`src/rtl/ahb_arbiter_if.sv`:
```
// Arbitration bus bundle: request/transfer signals from the masters, grant/owner back.
interface ahb_arbiter_if #(
   parameter int MASTER_NUM = 4,
   parameter int MW         = 2
);
   logic [MASTER_NUM-1:0] hbusreq;
   logic [MASTER_NUM-1:0] hlock;
   logic [1:0]            htrans;
   logic [2:0]            hburst;
   logic                  hready;
   logic [MASTER_NUM-1:0] hgrant;
   logic [MW-1:0]         hmaster;
   logic                  hmastlock;

   modport master (
      output hbusreq, hlock, htrans, hburst, hready,
      input  hgrant, hmaster, hmastlock
   );

   modport slave (
      input  hbusreq, hlock, htrans, hburst, hready,
      output hgrant, hmaster, hmastlock
   );
endinterface

```
`src/rtl/ahb_arbiter.sv`:
```
// Round-robin AHB arbiter: holds grant across fixed bursts and locked sequences,
// publishes the address-phase owner one accepted transfer after the grant.
module ahb_arbiter #(
   parameter int MASTER_NUM     = 4,
   parameter int MW             = 2,
   parameter int DEFAULT_MASTER = 0
) (
   input logic          hclk,
   input logic          hresetn,
   ahb_arbiter_if.slave bus
);
   localparam logic [1:0] TRANS_IDLE   = 2'd0;
   localparam logic [1:0] TRANS_BUSY   = 2'd1;
   localparam logic [1:0] TRANS_NONSEQ = 2'd2;
   localparam logic [1:0] TRANS_SEQ    = 2'd3;

   logic [MW-1:0]         owner_reg;
   logic [MW-1:0]         hmaster_reg;
   logic                  hmastlock_reg;
   logic [4:0]            beat_cnt_reg;
   logic [4:0]            beat_cnt_next;
   logic [MW-1:0]         owner_next;
   logic [MW:0]           scan_idx;
   logic                  scan_found;
   logic                  hold_lock;
   logic                  rearb;
   logic [MASTER_NUM-1:0] grant;

   // Remaining beats after this cycle; wait states and BUSY leave the count alone.
   always_comb begin
      beat_cnt_next = beat_cnt_reg;
      if (bus.hready) begin
         case (bus.htrans)
            TRANS_NONSEQ: begin
               case (bus.hburst)
                  3'd2, 3'd3: beat_cnt_next = 5'd3;
                  3'd4, 3'd5: beat_cnt_next = 5'd7;
                  3'd6, 3'd7: beat_cnt_next = 5'd15;
                  default:    beat_cnt_next = 5'd0;
               endcase
            end
            TRANS_SEQ: begin
               if (beat_cnt_reg != 5'd0)
                  beat_cnt_next = beat_cnt_reg - 5'd1;
            end
            TRANS_BUSY: beat_cnt_next = beat_cnt_reg;
            TRANS_IDLE: beat_cnt_next = 5'd0;
            default:    beat_cnt_next = beat_cnt_reg;
         endcase
      end
   end

   assign hold_lock = bus.hlock[owner_reg] & bus.hbusreq[owner_reg];
   assign rearb     = bus.hready & (beat_cnt_next <= 5'd1) & ~hold_lock;

   // Scan starts just after the current owner and visits the owner last.
   always_comb begin
      owner_next = MW'(DEFAULT_MASTER);
      scan_found = 1'b0;
      scan_idx   = '0;
      for (int k = 1; k <= MASTER_NUM; k++) begin
         scan_idx = {1'b0, owner_reg} + (MW+1)'(k);
         if (scan_idx >= (MW+1)'(MASTER_NUM))
            scan_idx = scan_idx - (MW+1)'(MASTER_NUM);
         if (!scan_found && bus.hbusreq[scan_idx[MW-1:0]]) begin
            owner_next = scan_idx[MW-1:0];
            scan_found = 1'b1;
         end
      end
   end

   always_ff @(posedge hclk or negedge hresetn) begin
      if (!hresetn) begin
         owner_reg     <= MW'(DEFAULT_MASTER);
         hmaster_reg   <= MW'(DEFAULT_MASTER);
         hmastlock_reg <= 1'b0;
         beat_cnt_reg  <= 5'd0;
      end else begin
         beat_cnt_reg <= beat_cnt_next;
         if (rearb)
            owner_reg <= owner_next;
         if (bus.hready) begin
            hmaster_reg   <= owner_reg;
            hmastlock_reg <= bus.hlock[owner_reg];
         end
      end
   end

   for (genvar gi = 0; gi < MASTER_NUM; gi++) begin : g_grant
      assign grant[gi] = (owner_reg == MW'(gi));
   end

   assign bus.hgrant    = grant;
   assign bus.hmaster   = hmaster_reg;
   assign bus.hmastlock = hmastlock_reg;
endmodule

```
`src/flat_wrapper.sv`:
```
// flat-port wrapper written by rule: the top's interface ports become plain ports
module ahb_arbiter_flat 
#(
   parameter int MASTER_NUM     = 4,
   parameter int MW             = 2,
   parameter int DEFAULT_MASTER = 0
)
  (hclk, hresetn, bus_hbusreq, bus_hlock, bus_htrans, bus_hburst, bus_hready, bus_hgrant, bus_hmaster, bus_hmastlock);
  ahb_arbiter_if #(.MASTER_NUM(MASTER_NUM), .MW(MW)) bus_i ();
  input logic hclk;
  input logic hresetn;
  input wire logic [$bits(bus_i.hbusreq)-1:0] bus_hbusreq;
  input wire logic [$bits(bus_i.hlock)-1:0] bus_hlock;
  input wire logic [$bits(bus_i.htrans)-1:0] bus_htrans;
  input wire logic [$bits(bus_i.hburst)-1:0] bus_hburst;
  input wire logic [$bits(bus_i.hready)-1:0] bus_hready;
  output wire logic [$bits(bus_i.hgrant)-1:0] bus_hgrant;
  output wire logic [$bits(bus_i.hmaster)-1:0] bus_hmaster;
  output wire logic [$bits(bus_i.hmastlock)-1:0] bus_hmastlock;
  assign bus_i.hbusreq = bus_hbusreq;
  assign bus_i.hlock = bus_hlock;
  assign bus_i.htrans = bus_htrans;
  assign bus_i.hburst = bus_hburst;
  assign bus_i.hready = bus_hready;
  assign bus_hgrant = bus_i.hgrant;
  assign bus_hmaster = bus_i.hmaster;
  assign bus_hmastlock = bus_i.hmastlock;
  ahb_arbiter #(.MASTER_NUM(MASTER_NUM), .MW(MW), .DEFAULT_MASTER(DEFAULT_MASTER)) u_core (.hclk(hclk), .hresetn(hresetn), .bus(bus_i));
endmodule
```
`config.mk`:
```
export PLATFORM = sky130hd
export DESIGN_NAME = ahb_arbiter_flat
export DESIGN_NICKNAME = d
export VERILOG_FILES = /design/src/rtl/ahb_arbiter_if.sv /design/src/rtl/ahb_arbiter.sv /design/src/flat_wrapper.sv
export SDC_FILE = /design/constraint.sdc
export NUM_CORES = 1
export LEC_CHECK = 0
export BUFFER_PORTS_ARGS = -buffer_cell sky130_fd_sc_hd__buf_2
export CORE_MARGIN = 2
export CORE_UTILIZATION = 38
export DETAILED_ROUTE_END_ITERATION = 10
export GPL_TIMING_DRIVEN = 0
export PLACE_DENSITY_LB_ADDON = 0.08
export SETUP_SLACK_MARGIN = 0.4
export SLEW_MARGIN = 30
export SYNTH_ARGS = -nofsm -noshare
export SYNTH_HDL_FRONTEND = slang
export SYNTH_SLANG_ARGS = --single-unit
export TNS_END_PERCENT = 1
```
`constraint.sdc`:
```
create_clock -name hclk -period 7.7 [get_ports hclk]
set_input_delay 0 -clock hclk [delete_from_list [all_inputs] [get_ports hclk]]
set_output_delay 0 -clock hclk [all_outputs]
set_load 0.01 [all_outputs]
```
==> impl_metrics.json, run 1 <==
{
  "ant_nets": 0,
  "synthesis.instances": 97,
  "drt_iter0_drc": 15,
  "place_area_um2": 1018,
  "hold_path.class": "primary input to flip-flop",
  "slew_headroom_pct": 68.17,
  "setup_viol": 0,
  "dpl.hpwl_um": 1533,
  "cap_violations": 0,
  "design.portCount": 23,
  "start_util_pct": 40.16,
  "finalWeightedCongestion": 0.8191,
  "synth_edf_count": 0,
  "period_minus_slack_ns": 3.048,
  "wl_um": 1962,
  "cts_tree": "built",
  "antenna_cells": 0,
  "final_nets": 143,
  "grt_pass1_vias": 738,
  "largest_reg_flops": 5,
  "vias": 834,
  "p_per_area_nw_per_um2": 312.0,
  "p_leak_uw": 0.0004955,
  "ys.flop_type": "dfrtp_1",
  "worstSetupEndpointType": "flip-flop",
  "rows": 17,
  "crit_arrival_ns": 3.19,
  "rsz0062_at_grt": "false",
  "clock_path_buffers": 2,
  "use_met3_pct": 1.714,
  "coreArea_um2": 2212,
  "met2_usage_pct": 26.46,
  "grt-ovfl-total": 0,
  "cp-start-kind": "flip-flop",
  "post-cts-setup-buffers": 0,
  "whs_ns": 0.1091,
  "grt_max_degree": 11,
  "postSynthAreaPerCell_um2": 9.158,
  "ir_worst_vdd_v": 0.0001881,
  "nFillCells": 232,
  "htree_levels": 1,
  "async_reset_ff_share_pct": 100.0,
  "clk_pin_slew_ns": 0.06,
  "p_total_uw": 332.2,
  "critical_path_class": "flip-flop to flip-flop",
  "grtUsageTotal_pct": 16.00,
  "required_ns": 7.84,
  "gr-max-usage-layer": "met2",
  "cp_max_fo": 4,
  "utilization_pct": 48.13,
  "die_h_um": 52.35,
  "io_buffers": 19,
  "grt_pass1_wl_um": 3249,
  "area_growth_pct": 19.86,
  "cts_sinks": 10,
  "final_max_slew_viol_count": 0,
  "finalHoldViolations": 0,
  "ys_top_cells_by_area": "dfrtp_1 28%, ha_1 7.0%, nand2_1 4.2%, inv_1 3.8%, mux2_2 3.8%",
  "ys_ff_latch": 10,
  "postLayoutCellArea_um2": 1065,
  "synth_area_um2": 888.4,
  "yosysSeqAreaShare_pct": 28.17,
  "worst_pin_slew_ns": 0.4700,
  "clock.fmax_mhz": 328.1,
  "status": "finished clean",
  "synth_common_cells": "10 x dfrtp_1, 10 x nand2_1, 9 x inv_1, 7 x nor2_1, 5 x ha_1",
  "worstSkewPairLatency_ns": 0.26,
  "timing.setup.tns_ns": 0,
  "cts_buffers": 3,
  "synth_top_cell_by_area": "dfrtp_1",
  "drt_first_pass_iters": 4,
  "yosysWarnings": 0,
  "use_met1_pct": 21.14,
  "drcViolationCount": 0,
  "via_per_inst": 5.597,
  "skew_ns": 0.0007912,
  "dieArea_um2": 2741,
  "synth_cell_type_count": 44,
  "post_cts_resize_count": 0,
  "wire_per_inst_um": 13.17,
  "synth_top_area_share_pct": 28.17,
  "fin_crit_sh_pct": 39.58,
  "cts-root-buf": "clkbuf_4",
  "drive_gt1_share_pct": 31.40,
  "syn-num-nets": 118,
  "die_w_um": 52.35,
  "antenna_found_initial": 0
}
## area by class of cell
| type | count | area [µm²] | area share, % |
|---|---|---|---|
| Buffer | 5 | 40.04 | 3.760 |
| Clock buffer | 4 | 36.28 | 3.408 |
| Inverter | 9 | 33.78 | 3.173 |
| Multi-Input combinational cell | 73 | 564.3 | 53.00 |
| Sequential cell | 10 | 250.2 | 23.50 |
| Tap cell | 28 | 35.03 | 3.290 |
| Timing Repair Buffer | 20 | 105.1 | 9.871 |
## stage by stage
stage / worst slack [ns] / cells
global route: 4.531 / 149
global placement: 4.677 / 144
finish: 4.652 / 149
detailed placement: 4.666 / 144
floorplan: 4.813 / 97
CTS: 4.639 / 149
## worst max-delay path: stages (launching register included)
cell and delay [ns]:
dfrtp_1 0.41, inv_1 0.08, ha_1 0.21, or4b_4 0.48
and3_4 0.20, a221o_1 0.35, or4b_1 0.56, or3_4 0.36
mux2_4 0.30
## cells by family after synthesis
group	synth area share, %
AND/OR/NAND/NOR	20.42
AO/OA/AOI/OAI	22.96
buffers and inverters	8.310
flip-flops	28.17
multiplexers	13.10
adder cells (fa/ha/maj)	7.042
## final timing paths
kind	start	endpoint	slack [ns]	cells after the start
worst max register to register	u_core.beat_cnt_reg[0]	u_core.owner_reg[1]	4.65	8
worst min register to register	u_core.bus.hmaster[1]	u_core.bus.hmaster[1]	0.51	1
min in group asynchronous	hresetn	u_core.beat_cnt_reg[0]	0.12	2
worst max-delay path	u_core.beat_cnt_reg[0]	u_core.owner_reg[1]	4.65	8
max in group asynchronous	hresetn	u_core.owner_reg[0]	7.40	2
worst min-delay path	bus_htrans[0]	u_core.beat_cnt_reg[0]	0.11	2
## metal layers
layer,vias to the layer above,wire length [µm]
li1,416,-
met1,398,887
met2,18,989
met3,2,68
met4,0,17
met5,-,0
## timing repair
action,CTS,global route
endpoints found under the setup margin,0,0
hold buffers,1,0
endpoints found under the hold margin,10,0
## placed cells by master (no fill, tap or decap), types with 4 or more instances in the layout
cell	instances
a21oi_1	4
buf_2	20
dfrtp_1	10
ha_1	5
inv_1	9
nand2_1	10
nor2_1	7
o21ai_0	4
## where the power goes
group | total (µW) | switching, µW | internal [µW]
clock network | 45.5 | 16.9 | 28.7
logic | 194 | 97.4 | 96.8
registers | 92.5 | 20.2 | 72.3
Note: power is estimated with default switching activity, not from simulation.
==> run 2, diff against run 1 <==
==> constraint.sdc (replaced) <==
create_clock -name hclk -period 2.6 [get_ports hclk]
set_input_delay 0 -clock hclk [delete_from_list [all_inputs] [get_ports hclk]]
set_output_delay 0 -clock hclk [all_outputs]
set_load 0.01 [all_outputs]
==> run 2 against run 1 <==
The flow now finishes with violations (negative setup slack). First-iteration DRC count shrank 33%. Maximum frequency grew 8.0%. Sequential cell count is the same. Combinational power grew to 3.2 times the previous value. Final area grew 3.6%. Hold slack lost 0.0086 ns. Core utilization grew 1.8 points. Routed wire length grew 2.7%. Critical path depth is the same. Total power grew to 3.1 times the previous value. Global-route usage grew 1.4 points. Critical path type unchanged. Largest cell class unchanged. Highest routed layer unchanged.
==> impl_metrics.json, run 2 (synthesized netlist as in run 1, its figures left out) <==
{
  "status": "complete, but fails checks",
  "violations": "negative setup slack",
  "ir_worst_vdd_v": 0.0004613,
  "mostFrequentLayoutCell": "buf_2",
  "fin_crit_sh_pct": 108.6,
  "final_max_slew_viol_count": 0,
  "use_met3_pct": 1.714,
  "drcViolationCount": 0,
  "finalWeightedCongestion": 0.7991,
  "gr-max-usage-layer": "met2",
  "period_minus_slack_ns": 2.823,
  "cp_max_fo": 4,
  "clock_path_buffers": 2,
  "drt_iter0_drc": 10,
  "start_util_pct": 40.16,
  "cp-start-kind": "flip-flop",
  "cts_tree": "built",
  "worst_pin_slew_ns": 0.4993,
  "timing.setup.tns_ns": -0.2808,
  "critical_path_class": "flip-flop to flip-flop",
  "crit_arrival_ns": 2.97,
  "drt_first_pass_iters": 4,
  "slew_headroom_pct": 66.19,
  "grt_max_degree": 11,
  "nFillCells": 227,
  "finalHoldViolations": 0,
  "utilization_pct": 49.89,
  "seqCellArea_um2": 250.2,
  "die_h_um": 52.35,
  "cts_buffers": 3,
  "wl_um": 2014,
  "met2_usage_pct": 30.42,
  "htree_levels": 1,
  "clock.fmax_mhz": 354.3,
  "drive_gt1_share_pct": 36.29,
  "dieArea_um2": 2741,
  "worstSetupEndpointType": "flip-flop",
  "cts-root-buf": "clkbuf_4",
  "largest_reg_flops": 5,
  "grt-ovfl-total": 0,
  "use_met1_pct": 20.82,
  "design.portCount": 23,
  "cap_violations": 0,
  "p_total_uw": 1026,
  "antenna_found_initial": 0,
  "worstSkewPairLatency_ns": 0.26,
  "p_leak_uw": 0.0005100,
  "rows": 17,
  "skew_ns": 0.0003179,
  "final_cell_mix": "20 x buf_2, 10 x nand2_1, 10 x dfrtp_1",
  "p_per_area_nw_per_um2": 929.6,
  "rsz0062_at_grt": "true",
  "layout_setup_ws_ns": -0.2225,
  "final_cell_count_no_fill": 152,
  "final_nets": 146,
  "via_per_inst": 5.414,
  "ant_nets": 0,
  "cts_sinks": 10,
  "setup_viol": 2,
  "placed_cells": 144,
  "dpl.hpwl_um": 1542,
  "grt_pass1_vias": 794,
  "clk_pin_slew_ns": 0.06,
  "wire_per_inst_um": 13.25,
  "hold_path.class": "primary input to flip-flop",
  "dp_slack_ns": -0.3501,
  "die_w_um": 52.35,
  "coreArea_um2": 2212,
  "required_ns": 2.75,
  "io_buffers": 19,
  "antenna_cells": 0,
  "area_growth_pct": 24.23,
  "grtUsageTotal_pct": 17.39,
  "multi_input_comb_area_um2": 580.6,
  "grt_pass1_wl_um": 3498,
  "vias": 823
}
-- run 2: cell types whose count changed in the layout (fill, tap and decap cells not counted) --
cell    delta
inv_2      +2
inv_1      -2
or4b_1     -1
or4b_4     +1
ha_4       +1
buf_4      +3
ha_1       -1
-- run 2: path summary, 6_finish.rpt --
path,startpoint,end,slack [ns],cells past startpoint
min in group asynchronous,hresetn,u_core.beat_cnt_reg[0],0.12,2
max in group asynchronous,hresetn,u_core.owner_reg[0],2.30,2
setup reg to reg,u_core.beat_cnt_reg[0],u_core.owner_reg[1],-0.22,8
setup / recovery,u_core.beat_cnt_reg[0],u_core.owner_reg[1],-0.22,8
hold reg to reg,u_core.bus.hmaster[0],u_core.bus.hmaster[0],0.50,1
hold / removal,bus_htrans[0],u_core.beat_cnt_reg[4],0.10,3
-- run 2: what timing repair did --
action,4_1_cts,5_1_grt
setup endpoints to repair,2,2
pin swaps,1,0
hold endpoints to repair,10,0
gates resized for setup,4,0
setup buffers,3,0
hold buffers,1,0
-- run 2: cell type report --
class / count / area share [%]
inverter: 9 / 3.061
tap: 28 / 3.175
timing repair buffer: 23 / 11.56
multi-input combinational: 73 / 52.61
clock buffer: 4 / 3.288
sequential: 10 / 22.68
buffer: 5 / 3.628
-- run 2: where the power goes --
part | switching [µW] | leakage, µW | total (µW) | internal [µW]
clock network | 51.5 | 0.0000210 | 136 | 85.0
logic | 304 | 0.000366 | 620 | 316
registers | 55.4 | 0.000123 | 270 | 214
total | 411 | 0.000510 | 1030 | 615
-- run 2: critical path, cell delays in order, from the launching register on --
cell and delay (ns):
dfrtp_1 0.39, inv_2 0.08, ha_4 0.14, or4b_4 0.45
and3_4 0.19, a221o_1 0.32, or4b_4 0.49, or3_4 0.35
mux2_4 0.30
-- run 2: metal layers --
layer  share of wire, %  up-vias
met4                2.3        0
met1                 47      377
met2                 47       20
met5                  0        -
li1                   -      422
met3                3.1        4
-- run 2: through the flow --
stage	hold WS, ns	cell area (µm²)
2_1_floorplan	-0.2956	890.9
3_3_place_gp	-0.1339	1021
3_5_place_dp	-0.1315	1021
4_1_cts	0.09090	1104
5_1_grt	0.1117	1104
6_report	0.1005	1104
==> run 3, diff against run 2 <==
--- a/config.mk
+++ b/config.mk
@@ -11,6 +11,7 @@
 export DETAILED_ROUTE_END_ITERATION = 10
 export GPL_TIMING_DRIVEN = 0
 export PLACE_DENSITY_LB_ADDON = 0.08
+export REMOVE_ABC_BUFFERS = 1
 export SETUP_SLACK_MARGIN = 0.4
 export SLEW_MARGIN = 30
 export SYNTH_ARGS = -nofsm -noshare
==> run 3 against run 2 <==
Critical path depth unchanged. Highest routed layer unchanged. Clock power about the same. Hold slack better by 0.0020 ns. Critical path type unchanged. Routed wire length down 0.55%. Non-clock buffer count down 2. The run still ends with negative setup slack left. Die area unchanged. Worst setup slack worse by 0.070 ns.
==> impl_metrics.json, run 3 (synthesized netlist as in run 1, its figures left out) <==
{
  "final_max_slew_viol_count": 0,
  "layout_setup_ws_ns": -0.2925,
  "cts-root-buf": "clkbuf_4",
  "die_w_um": 52.35,
  "design.portCount": 23,
  "antenna_cells": 0,
  "r2r-start": "u_core.beat_cnt_reg[0]",
  "final_nets": 144,
  "dieArea_um2": 2741,
  "dp_slack_ns": -0.4423,
  "finalWeightedCongestion": 0.7387,
  "coreArea_um2": 2212,
  "cp_max_fo": 4,
  "grt_pass1_wl_um": 3381,
  "grt_max_degree": 15,
  "via_per_inst": 5.233,
  "period_minus_slack_ns": 2.892,
  "clk_pin_slew_ns": 0.07,
  "mostFrequentLayoutCell": "buf_2",
  "antenna_found_initial": 0,
  "worstHoldStart": "bus_hready",
  "cap_violations": 0,
  "timing.setup.tns_ns": -0.4058,
  "grt-ovfl-total": 0,
  "fin_crit_sh_pct": 111.2,
  "status": "complete, but fails checks",
  "rows": 17,
  "cp_cell_sequence": "inv_2, ha_4, or4b_4, and3_4, a221o_1, or4b_4, or3_4, mux2_4",
  "area_growth_pct": 21.69,
  "violations": "negative setup slack",
  "skew_ns": 0.005634,
  "p_per_area_nw_per_um2": 938.4,
  "finalHoldViolations": 0,
  "largest_reg_flops": 5,
  "start_util_pct": 40.16,
  "grtUsageTotal_pct": 16.66,
  "drt_iter0_drc": 8,
  "worstSetupEndpointType": "flip-flop",
  "drt_first_pass_iters": 4,
  "die_h_um": 52.35,
  "hold_path.class": "primary input to flip-flop",
  "cpMostUsedCell": "or4b_4",
  "io_buffers": 21,
  "critPathLaunch": "u_core.beat_cnt_reg[0]",
  "ir_worst_vdd_v": 0.0004669,
  "p_leak_uw": 0.0005026,
  "worstSkewPairLatency_ns": 0.26,
  "wl_um": 2003,
  "critPathMaxStageDelay_ns": 0.54,
  "cts_sinks": 10,
  "cp-start-kind": "flip-flop",
  "crit_arrival_ns": 3.04,
  "rsz0062_at_grt": "true",
  "cts_buffers": 3,
  "placed_cells": 141,
  "drive_gt1_share_pct": 36.89,
  "slew_headroom_pct": 68.35,
  "dpl.hpwl_um": 1503,
  "cts_tree": "built",
  "critical_path_class": "flip-flop to flip-flop",
  "worst_pin_slew_ns": 0.4748,
  "ant_nets": 0,
  "vias": 785,
  "cp_top_family": "simple AND/OR/NAND/NOR gates",
  "grt_pass1_vias": 748,
  "clock.fmax_mhz": 345.7,
  "setup_viol": 2,
  "required_ns": 2.75,
  "cpMaxStageDelayCell": "or4b_4",
  "drcViolationCount": 0,
  "clock_path_buffers": 2,
  "path_buf_inv": 1,
  "final_cell_count_no_fill": 150,
  "htree_levels": 1,
  "wire_per_inst_um": 13.35,
  "final_cell_mix": "21 x buf_2, 10 x nand2_1, 10 x dfrtp_1"
}
-- run 3: changes by cell type in the layout (fill, tap and decap cells not counted) --
| cell | previous run | this run |
|---|---|---|
| buf_2 | 20 | 21 |
| buf_4 | 3 | 4 |
| clkbuf_1 | 2 | 0 |
| clkbuf_8 | 3 | 1 |
-- run 3: cell type report --
class / instances / area [µm²]
timing repair buffer: 26 / 145.1
sequential: 10 / 250.2
tap: 28 / 35.03
fill: 232 / 1131
clock buffer: 4 / 36.28
multi-input combinational: 73 / 580.6
inverter: 9 / 33.78
-- run 3: per-stage QoR --
stage | total power (µW) | area [µm²] | hold slack (ns) | util (%)
floorplan | 678.1 | 848.3 | -0.2956 | -
global placement | 818.4 | 988.4 | -0.1271 | 44.68
detailed placement | 833.4 | 988.4 | -0.1231 | 44.68
CTS | 1020 | 1074 | 0.08371 | 48.53
global route | 1109 | 1081 | 0.1102 | 48.87
finish | 1014 | 1081 | 0.1025 | 48.87
-- run 3: routing by layer --
metal / track usage, % / wire (µm) / up-vias
met5: 0 / 0 / -
met4: 6.410 / 27 / 0
met3: 2.000 / 74 / 2
met2: 28.33 / 959 / 20
met1: 21.36 / 942 / 354
li1: - / - / 409
-- run 3: final timing paths --
check                      slack [ns]  depth (start not counted)                      to
min in group asynchronous        0.13                          2     u_core.owner_reg[0]
setup reg to reg                -0.29                          8     u_core.owner_reg[1]
max in group asynchronous        2.27                          2  u_core.beat_cnt_reg[1]
hold / removal                   0.10                          2  u_core.beat_cnt_reg[4]
hold reg to reg                  0.50                          1   u_core.bus.hmaster[0]
setup / recovery                -0.29                          8     u_core.owner_reg[1]
-- run 3: power breakdown --
group / internal [µW] / switching, µW
Clock: 84.9 / 52.9
Combinational: 305 / 267
Sequential: 213 / 91.4
Total: 603 / 411
-- run 3: repair_timing --
action                     CTS  global route
pin swaps                    2             0
buffers inserted             3             1
setup endpoints to repair    2             2
hold buffers                 1             0
hold endpoints to repair    10             0
resized for setup            5             0
